### config.mk
export PLATFORM = sky130hd
export DESIGN_NAME = instr_fetch
export DESIGN_NICKNAME = d
export VERILOG_FILES = /design/src/rtl/instr_fetch.sv
export SDC_FILE = /design/constraint.sdc
export NUM_CORES = 1
export LEC_CHECK = 0
export ABC_AREA = 0
export CORE_ASPECT_RATIO = 0.75
export CORE_MARGIN = 5
export CORE_UTILIZATION = 35
export DETAILED_ROUTE_END_ITERATION = 8
export PLACE_DENSITY = 0.68
export SKIP_LAST_GASP = 1
export SYNTH_ARGS = -nofsm -noshare
export SYNTH_HDL_FRONTEND = slang
export SYNTH_SLANG_ARGS = --single-unit
### constraint.sdc
create_clock -name clk -period 7.3 [get_ports clk]
set_input_delay 1.46 -clock clk [delete_from_list [all_inputs] [get_ports clk]]
set_output_delay 1.46 -clock clk [all_outputs]
set_load 0.01 [all_outputs]
### src/rtl/instr_fetch.sv
`default_nettype none
// ============================================================================
// Module   : instr_fetch
// Brief    : Instruction fetch stage. Keeps the PC, issues one-cycle-latency
//            reads to program memory, buffers returned words in a small FIFO
//            and hands {instr, pc} to decode over valid/ready. A redirect
//            flushes the FIFO and discards any in-flight response.
//            Optional feature macro: FETCH_HALT_EN (stop fetching on
//            HALT_OPCODE and raise halted once decode consumes it).
// Revision : 1.0  initial release
// ============================================================================
module instr_fetch #(
  parameter int unsigned       ADDR_W      = 8,
  parameter int unsigned       DATA_W      = 16,
  parameter int unsigned       DEPTH       = 2,
  parameter logic [ADDR_W-1:0] RESET_PC    = '0,
  parameter logic [DATA_W-1:0] HALT_OPCODE = 16'hFFFF
) (
  input  logic              clk,
  input  logic              rst,
  output logic              mem_rd_en,
  output logic [ADDR_W-1:0] mem_addr,
  input  logic [DATA_W-1:0] mem_rdata,
  input  logic              redirect_valid,
  input  logic [ADDR_W-1:0] redirect_pc,
  output logic              instr_valid,
  input  logic              instr_ready,
  output logic [DATA_W-1:0] instr,
  output logic [ADDR_W-1:0] instr_pc,
  output logic              halted
);

`ifdef FETCH_HALT_EN
  localparam bit c_halt_en = 1'b1;
`else
  localparam bit c_halt_en = 1'b0;
`endif
  localparam int unsigned c_ptr_w = $clog2(DEPTH);
  localparam int unsigned c_cnt_w = $clog2(DEPTH + 1);
  localparam int unsigned c_occ_w = c_cnt_w + 1;

  typedef enum logic [1:0] {
    S_RUN   = 2'd0,
    S_DRAIN = 2'd1,
    S_HALT  = 2'd2
  } state_t;

  // Issue / return pipeline
  logic [ADDR_W-1:0] r_pc;
  logic              r_rd_en;
  logic [ADDR_W-1:0] r_addr;
  logic              r_ret_valid;  // response on mem_rdata this cycle belongs to the live stream
  logic [ADDR_W-1:0] r_ret_pc;

  // Fetch FIFO
  logic [DATA_W-1:0] r_fifo_instr [DEPTH];
  logic [ADDR_W-1:0] r_fifo_pc    [DEPTH];
  logic [c_ptr_w-1:0] r_wptr;
  logic [c_ptr_w-1:0] r_rptr;
  logic [c_cnt_w-1:0] r_count;

  state_t r_state;

  logic               w_pop;
  logic               w_push;
  logic               w_halt_seen;
  logic               w_halt_pop;
  logic [c_cnt_w-1:0] w_count_next;
  logic               w_inflight_next;
  logic               w_run_next;
  logic [c_occ_w-1:0] w_occ_next;
  logic               w_issue;
  logic [ADDR_W-1:0]  w_issue_pc;

  assign instr_valid = (r_count != '0);
  assign instr       = r_fifo_instr[r_rptr];
  assign instr_pc    = r_fifo_pc[r_rptr];
  assign mem_rd_en   = r_rd_en;
  assign mem_addr    = r_addr;
  assign halted      = c_halt_en & (r_state == S_HALT);

  // A redirect kills the returning word, so it never lands in the FIFO.
  assign w_pop  = instr_valid & instr_ready;
  assign w_push = r_ret_valid & ~redirect_valid;

  // Halt word entering the FIFO; only the first one matters since fetch stops.
  assign w_halt_seen = c_halt_en & w_push & (r_state == S_RUN) & (mem_rdata == HALT_OPCODE);
  // No pushes follow the halt word, so it is the last entry left in DRAIN.
  assign w_halt_pop  = (r_state == S_DRAIN) & w_pop & (r_count == c_cnt_w'(1));

  assign w_count_next    = redirect_valid ? '0
                         : r_count + c_cnt_w'(w_push) - c_cnt_w'(w_pop);
  // The read presented this cycle returns next cycle unless it is now stale.
  assign w_inflight_next = r_rd_en & ~redirect_valid & ~w_halt_seen;
  assign w_run_next      = redirect_valid | ((r_state == S_RUN) & ~w_halt_seen);

  // Every word already promised a FIFO slot is counted, so a new read can
  // never find the FIFO full when its data comes back.
  assign w_occ_next = {1'b0, w_count_next} + c_occ_w'(w_inflight_next);
  assign w_issue    = w_run_next & (w_occ_next < c_occ_w'(DEPTH));
  assign w_issue_pc = redirect_valid ? redirect_pc : r_pc;

  // PC, registered read strobe/address, and tagging of the returning word
  always_ff @(posedge clk or posedge rst) begin
    if (rst) begin
      r_pc        <= RESET_PC;
      r_rd_en     <= 1'b0;
      r_addr      <= '0;
      r_ret_valid <= 1'b0;
      r_ret_pc    <= '0;
    end else begin
      r_rd_en <= w_issue;
      if (w_issue) begin
        r_addr <= w_issue_pc;
        r_pc   <= w_issue_pc + 1'b1;
      end
      r_ret_valid <= w_inflight_next;
      r_ret_pc    <= r_addr;
    end
  end

  // Fetch FIFO: push returned words, pop on handshake, flush on redirect
  always_ff @(posedge clk or posedge rst) begin
    if (rst) begin
      r_wptr  <= '0;
      r_rptr  <= '0;
      r_count <= '0;
      for (int i = 0; i < int'(DEPTH); i++) begin
        r_fifo_instr[i] <= '0;
        r_fifo_pc[i]    <= '0;
      end
    end else begin
      r_count <= w_count_next;
      if (redirect_valid) begin
        r_wptr <= '0;
        r_rptr <= '0;
      end else begin
        if (w_push) begin
          r_fifo_instr[r_wptr] <= mem_rdata;
          r_fifo_pc[r_wptr]    <= r_ret_pc;
          r_wptr               <= r_wptr + 1'b1;
        end
        if (w_pop) begin
          r_rptr <= r_rptr + 1'b1;
        end
      end
    end
  end

  // Run / drain / halt sequencing; redirect always resumes fetching
  always_ff @(posedge clk or posedge rst) begin
    if (rst) begin
      r_state <= S_RUN;
    end else if (redirect_valid) begin
      r_state <= S_RUN;
    end else begin
      case (r_state)
        S_RUN:   if (w_halt_seen) r_state <= S_DRAIN;
        S_DRAIN: if (w_halt_pop)  r_state <= S_HALT;
        S_HALT:  r_state <= S_HALT;
        default: r_state <= S_RUN;
      endcase
    end
  end

endmodule
`default_nettype wire
==> metrics.cfg <==
[status]
outcome=completed

[power_and_ir_drop]
p_leak_nw=1.94
p_sw_mw=0.601
pwr-share-clk_pct=22.3
combPwrFrac_pct=39.4
power_frac_seq_pct=38.3
powerDensity_nw_per_um2=434
switching_share_pct=30.3
p_int_mw=1.38
peakVddDrop_v=0.000158

[clock_tree]
clk_path_buf_depth=2
ctsHoldBuffers=0
post_cts_buffers=0
clk_pin_slew_worst_paths_ns=0.06
clk_latency_ns=0.33
cts_sinks=78
cts_tree=built
clock-root-buffer=clkbuf_16
ctsResizeCount=0
cts-htree-levels=3
cts_inserted_buffers=9

[synth]
synth_flop_cell=dfrtp_1
netlist_area_sq_um=3540
yosysWarningCount=0
ys_ff_latch=78
async_flop_share_pct=100
synth_top_area_cell=dfrtp_1
synth.top_cell.area_share_pct=55.2
synth_nets=289
synth_cell_type_count=45
avgSynthCellArea_sq_um=13.7
synth_top_cells_by_count=78 x dfrtp_1, 77 x mux2_2, 10 x nor2_1
synth_area_leaders=dfrtp_1 55%, mux2_2 25%, mux2i_1 2.3%
synth_edf_count=0
seq_area_frac_synth_pct=55.2
syn_inst=258
yosysMostFrequentCell=dfrtp_1

[layout]
stdcell_count=459
antenna_cells=0
num-fill-cells=897
num-nets-final=353
area_delta_synth_final_pct=29.4
drive_gt1_share_pct=33.0

[routing]
first_iter_violations=84
avgViaCountPerCell=4.86
routed_wl_um=7200
via_count=2231
wl_per_cell_um=15.7
first_pass_iters=4
drc=0
ant_nets=0

[placement]
dpl.cell_count=443
post-place-ws_ns=3.02
dpl.hpwl_um=4890
gp_congestion=0.823
portBuffers=61

[sta]
finalSetupTns_ns=0
max_freq_mhz=255
period_minus_slack_ns=3.92
slew_violations=0
fin_ws_ns=3.38
hold_viol_final=0
rsz0062_at_grt=no
holdWs_ns=0.407
slew_headroom_pct=20.5
setup_viol=0
clock_skew_ns=0.00388
worstMarginPinSlew_ns=1.19
min_period_over_period_pct=53.7

[setup_path]
cp.depth=10
worstPathMaxFanout=31
cp-start-kind=primary input
end_kind=register
r2r_cells=8
cp_slowest_cell=clkdlybuf4s50_1
critical-path-top-delay-family=buffers and inverters
crit_arrival_ns=4.13
critPathKind=in -> reg
crit_chain=clkdlybuf4s50_1, buf_4, clkinv_1, nand2_1, ha_1, inv_1, ha_1, xnor3_2, a21oi_2, mux2_2
cpPeakStageDelay_ns=0.45
path_common_cell=ha_1
path_buf_inv=4
worstPathRequired_ns=7.51

[global_routing]
grt_pass1_wl_um=12200
grt_pass1_vias=2436
antenna_found_initial=0
grt_overflow=0
track_usage_pct=12.3
grt_max_degree=79

[die]
io_pins=63
die_area_sq_um=12200
die_h_um=97.0
start_util_pct=36.2
die_w_um=126
core_area_sq_um=9770
rows=31

[min_path]
hp-class=reg -> reg
hold_depth=0

[flow_run]
cap_violations=0

-- kinds of logic (layout without fill, tap and decap cells) --
logic type	count (synthesis)	after routing	synth area share (%)
multiplexers	85	85	26.8
flip-flops	78	78	55.2
AND/OR/NAND/NOR	44	44	7.11
AO/OA/AOI/OAI	20	20	4.42
buffers and inverters	17	86	2.41
XOR/XNOR	10	10	2.90
adder cells (fa/ha/maj)	3	3	1.06
other	1	1	0.106
-- per-layer routing --
metal	GRT usage, %	vias to the layer above	part of all wire [%]	wire, um
li1	-	1050	-	-
met1	15.8	1127	47	3400
met2	19.2	45	47	3370
met3	4.41	9	4.6	332
met4	4.20	0	1.4	102
met5	0	-	0	0
-- path summary, 6_finish.rpt --
kind	start	endpoint	slack, ns
setup / recovery	redirect_valid	r_pc[1]	3.38
hold / removal	mem_addr[0]	r_ret_pc[0]	0.41
setup reg to reg	r_count[0]	r_pc[1]	4.82
hold reg to reg	mem_addr[0]	r_ret_pc[0]	0.41
max in group asynchronous	rst	r_count[1]	4.91
min in group asynchronous	rst	r_fifo_instr[27]	1.74
-- state kept, by name, summed over array words and instances, names as in the netlist --
register and cells:
r_fifo_instr 32, r_fifo_pc 16, mem_addr 8, r_pc 8, r_ret_pc 8, r_count 2, mem_rd_en 1, r_ret_valid 1
r_rptr 1, r_wptr 1
-- power groups by stage --
stage / Sequential (mW) / Combinational [mW] / Clock, mW
3_5_place_dp: 0.771 / 0.789 / 0
4_1_cts: 0.764 / 0.796 / 0.454
2_1_floorplan: 0.724 / 0.500 / 0
5_1_grt: 0.791 / 0.847 / 0.474
3_3_place_gp: 0.760 / 0.778 / 0
6_report: 0.761 / 0.782 / 0.442
-- cells in the final DEF (no fill, tap or decap), types with 4 or more instances in the layout --
master | netlist | final
nand2_1 | 8 | 8
clkinv_2 | 0 | 4
dfrtp_1 | 78 | 78
nand3_1 | 4 | 4
xor2_1 | 6 | 6
and3_1 | 5 | 5
mux2i_1 | 8 | 8
clkdlybuf4s50_1 | 0 | 61
o21ai_0 | 4 | 4
nor2_1 | 10 | 10
clkbuf_16 | 0 | 9
buf_4 | 1 | 4
mux2_2 | 77 | 77
-- worst reg2reg max path, stage by stage (launching register included) --
cell and delay [ns]:
dfrtp_1 0.38, or2_2 0.32, and2_1 0.20, ha_1 0.29, inv_1 0.05, ha_1 0.14
xnor3_2 0.32, a21oi_2 0.30, mux2_2 0.37
-- through the flow --
step	cell area, sq um	total power, mW	util (%)
after floorplan	3540	1.22	-
after global placement	4280	1.54	43.8
after detailed placement	4280	1.56	43.8
after CTS	4580	2.01	46.8
after global routing	4580	2.11	46.8
final	4580	1.98	46.8
-- layout make-up --
| class | count | area [sq um] | share of cell area (%) |
|---|---|---|---|
| multi-input combinational | 163 | 1500 | 32.8 |
| clock inverter | 6 | 61.3 | 1.34 |
| inverter | 5 | 20.0 | 0.437 |
| clock buffer | 10 | 239 | 5.22 |
| tap | 132 | 165 | 3.61 |
| sequential | 78 | 1950 | 42.6 |
| timing repair buffer | 65 | 641 | 14.0 |
(Power assumes the default switching activity.)
==> edit: new RTL, same flow settings <==
Make the reset (`rst`) synchronous in 3 clocked blocks.
--- a/src/rtl/instr_fetch.sv
+++ b/src/rtl/instr_fetch.sv
@@ -101,7 +101,7 @@
   assign w_issue_pc = redirect_valid ? redirect_pc : r_pc;
 
   // PC, registered read strobe/address, and tagging of the returning word
-  always_ff @(posedge clk or posedge rst) begin
+  always_ff @(posedge clk) begin
     if (rst) begin
       r_pc        <= RESET_PC;
       r_rd_en     <= 1'b0;
@@ -120,7 +120,7 @@
   end
 
   // Fetch FIFO: push returned words, pop on handshake, flush on redirect
-  always_ff @(posedge clk or posedge rst) begin
+  always_ff @(posedge clk) begin
     if (rst) begin
       r_wptr  <= '0;
       r_rptr  <= '0;
@@ -148,7 +148,7 @@
   end
 
   // Run / drain / halt sequencing; redirect always resumes fetching
-  always_ff @(posedge clk or posedge rst) begin
+  always_ff @(posedge clk) begin
     if (rst) begin
       r_state <= S_RUN;
     end else if (redirect_valid) begin
Formal check against the unedited RTL: differs if rst is asserted again (counterexample within 4 cycles, from zero or initial values and one cycle with rst high); with rst held inactive, the same outputs for 10 cycles.
==> edit against the unedited design <==
Largest cell class unchanged; via count rose by 2.4%; synthesized cell count up 12%; synthesized area grew 1.5%; setup slack lost 590 ps; first-iteration DRC count is 40% higher; sequential cell count up 1; sequential share of layout area up 1.9 points; critical path depth up 2; wire length is 0.49% higher; final area up 1.2%.
Power is not compared: it rests on default switching activity, and its combinational part moved more than twofold at a synthesized area within 25%.
==> edit: results (changes against the unedited design) <==
** Placement
- Final RePlAce weighted congestion :: 0.794 (was 0.823)
- Post-place setup slack :: 2470 ps (was 3020 ps)
- Post-placement cell area :: 0.00431 mm² (was 0.00428 mm²)
- Post-Place Cells :: 474 (was 443)

** Worst setup path
- The timing endpoint of the critical path is r_pc[7]$_SDFFE_PP0N_ (was r_pc[1]$_DFFE_PP0N_).
- The setup slack of the most critical reg-to-reg path came to 4860 ps (was 4820 ps).
- Endpoint arrival time on the critical path :: 4750 ps (was 4130 ps)
- Cell count of the worst reg-to-reg path :: 10 (was 8)
- Highest net fanout along the worst path :: 17 (was 31)

** Detailed routing
- Average wire length per cell after detail routing :: 14.8 µm (was 15.7 µm)
- The routed length on met1 is 3450 µm (was 3400 µm).
- The total length of routed met3 wires came to 382 µm (was 332 µm).
- The detailed-route vias per instance came to 4.66 (was 4.86).

** Final layout
- The final non-filler cell area was 0.00463 mm² (was 0.00458 mm²).
- The fraction of layout instances using a drive strength above 1 is 19.2% (was 33.0%).
- Final nets :: 380 (was 353)
- Non-filler instance count after layout :: 490 (was 459)

** GRT
- GRT Overall Usage :: 12.3% (about the same)
- Global-route wire length before repair :: 12000 µm (was 12200 µm)
- The via count of the first global-routing pass is 2440 (was 2436).
- Maximum number of pins on one net before global-route repair :: 34 (was 79)

** Timing
- Least-Margin Pin Slew :: 1110 ps (was 1190 ps)
- Largest clock skew in the final design :: 6.41 ps (was 3.88 ps)
- The worst hold slack after final layout came to 489 ps (was 407 ps).

** Yosys
- The net count of the mapped netlist was 321 (was 289).
- The per-instance average area after synthesis was 12.4 µm² (was 13.7 µm²).
- Share of synthesized flip-flops with an asynchronous set or reset :: 0% (was 100%)
- Sequential area share after synthesis :: 57.4% (was 55.2%)
- Primary flip-flop cell chosen by synthesis mapping :: sky130_fd_sc_hd__edfxtp_1 (was sky130_fd_sc_hd__dfrtp_1)
- Top cells by count, synth :: 52 x sky130_fd_sc_hd__and2_1, 48 x sky130_fd_sc_hd__edfxtp_1, 31 x sky130_fd_sc_hd__dfxtp_1 (was 78 x sky130_fd_sc_hd__dfrtp_1, 77 x sky130_fd_sc_hd__mux2_2, 10 x sky130_fd_sc_hd__nor2_1)

** Worst hold path
- HP Start :: r_pc[1]$_SDFFE_PP0N_ (was mem_addr[0]$_DFFE_PP0N_)
- The hold path endpoint is r_pc[1]$_SDFFE_PP0N_ (was r_ret_pc[0]$_DFF_PP0_).

** Run status
- Status :: completed (unchanged)
edit: area by class of cell:
class / count / area share [%]
inverter: 3 / 0.243
sequential: 79 / 44.5
clock buffer: 9 / 4.86
multi-input combinational: 191 / 30.7
clock inverter: 7 / 2.16
timing repair buffer: 65 / 13.8
tap: 136 / 3.67
edit: worst reg2reg max path, cell delays in order (launching register included):
cell and delay, ps:
sky130_fd_sc_hd__dfxtp_1 310, sky130_fd_sc_hd__or2_2 300, sky130_fd_sc_hd__and2_1 190, sky130_fd_sc_hd__ha_1 280, sky130_fd_sc_hd__inv_1 40, sky130_fd_sc_hd__ha_1 170, sky130_fd_sc_hd__xnor3_2 260, sky130_fd_sc_hd__and2_4 290
sky130_fd_sc_hd__nand3_2 100, sky130_fd_sc_hd__xor2_1 150, sky130_fd_sc_hd__a211oi_1 240
edit: power breakdown:
group / internal [µW] / leakage [µW] / switching (µW) / total (µW)
Combinational: 54.8 / 0.000817 / 48.3 / 103
Clock: 303 / 0.000161 / 186 / 489
Sequential: 494 / 0.000752 / 12.1 / 506
edit: cell families (layout without fill, tap and decap cells):
kind of cell | count (synthesis) | count (layout) | synth area share, %
xor gates and xnor gates | 15 | 15 | 4.08
other | 1 | 1 | 0.104
adders and majority gates | 3 | 3 | 1.05
DFF | 79 | 79 | 57.4
AOI/OAI and AO/OA | 24 | 24 | 6.03
buffers and inverters | 20 | 84 | 3.07
muxes | 28 | 28 | 8.71
and+or+nand+nor | 120 | 120 | 19.5
edit: routing by layer:
layer | GRT usage (%) | vias to the layer above
met3 | 4.12 | 4
li1 | - | 1121
met5 | 0 | -
met4 | 2.97 | 0
met2 | 19.5 | 55
met1 | 16.2 | 1104
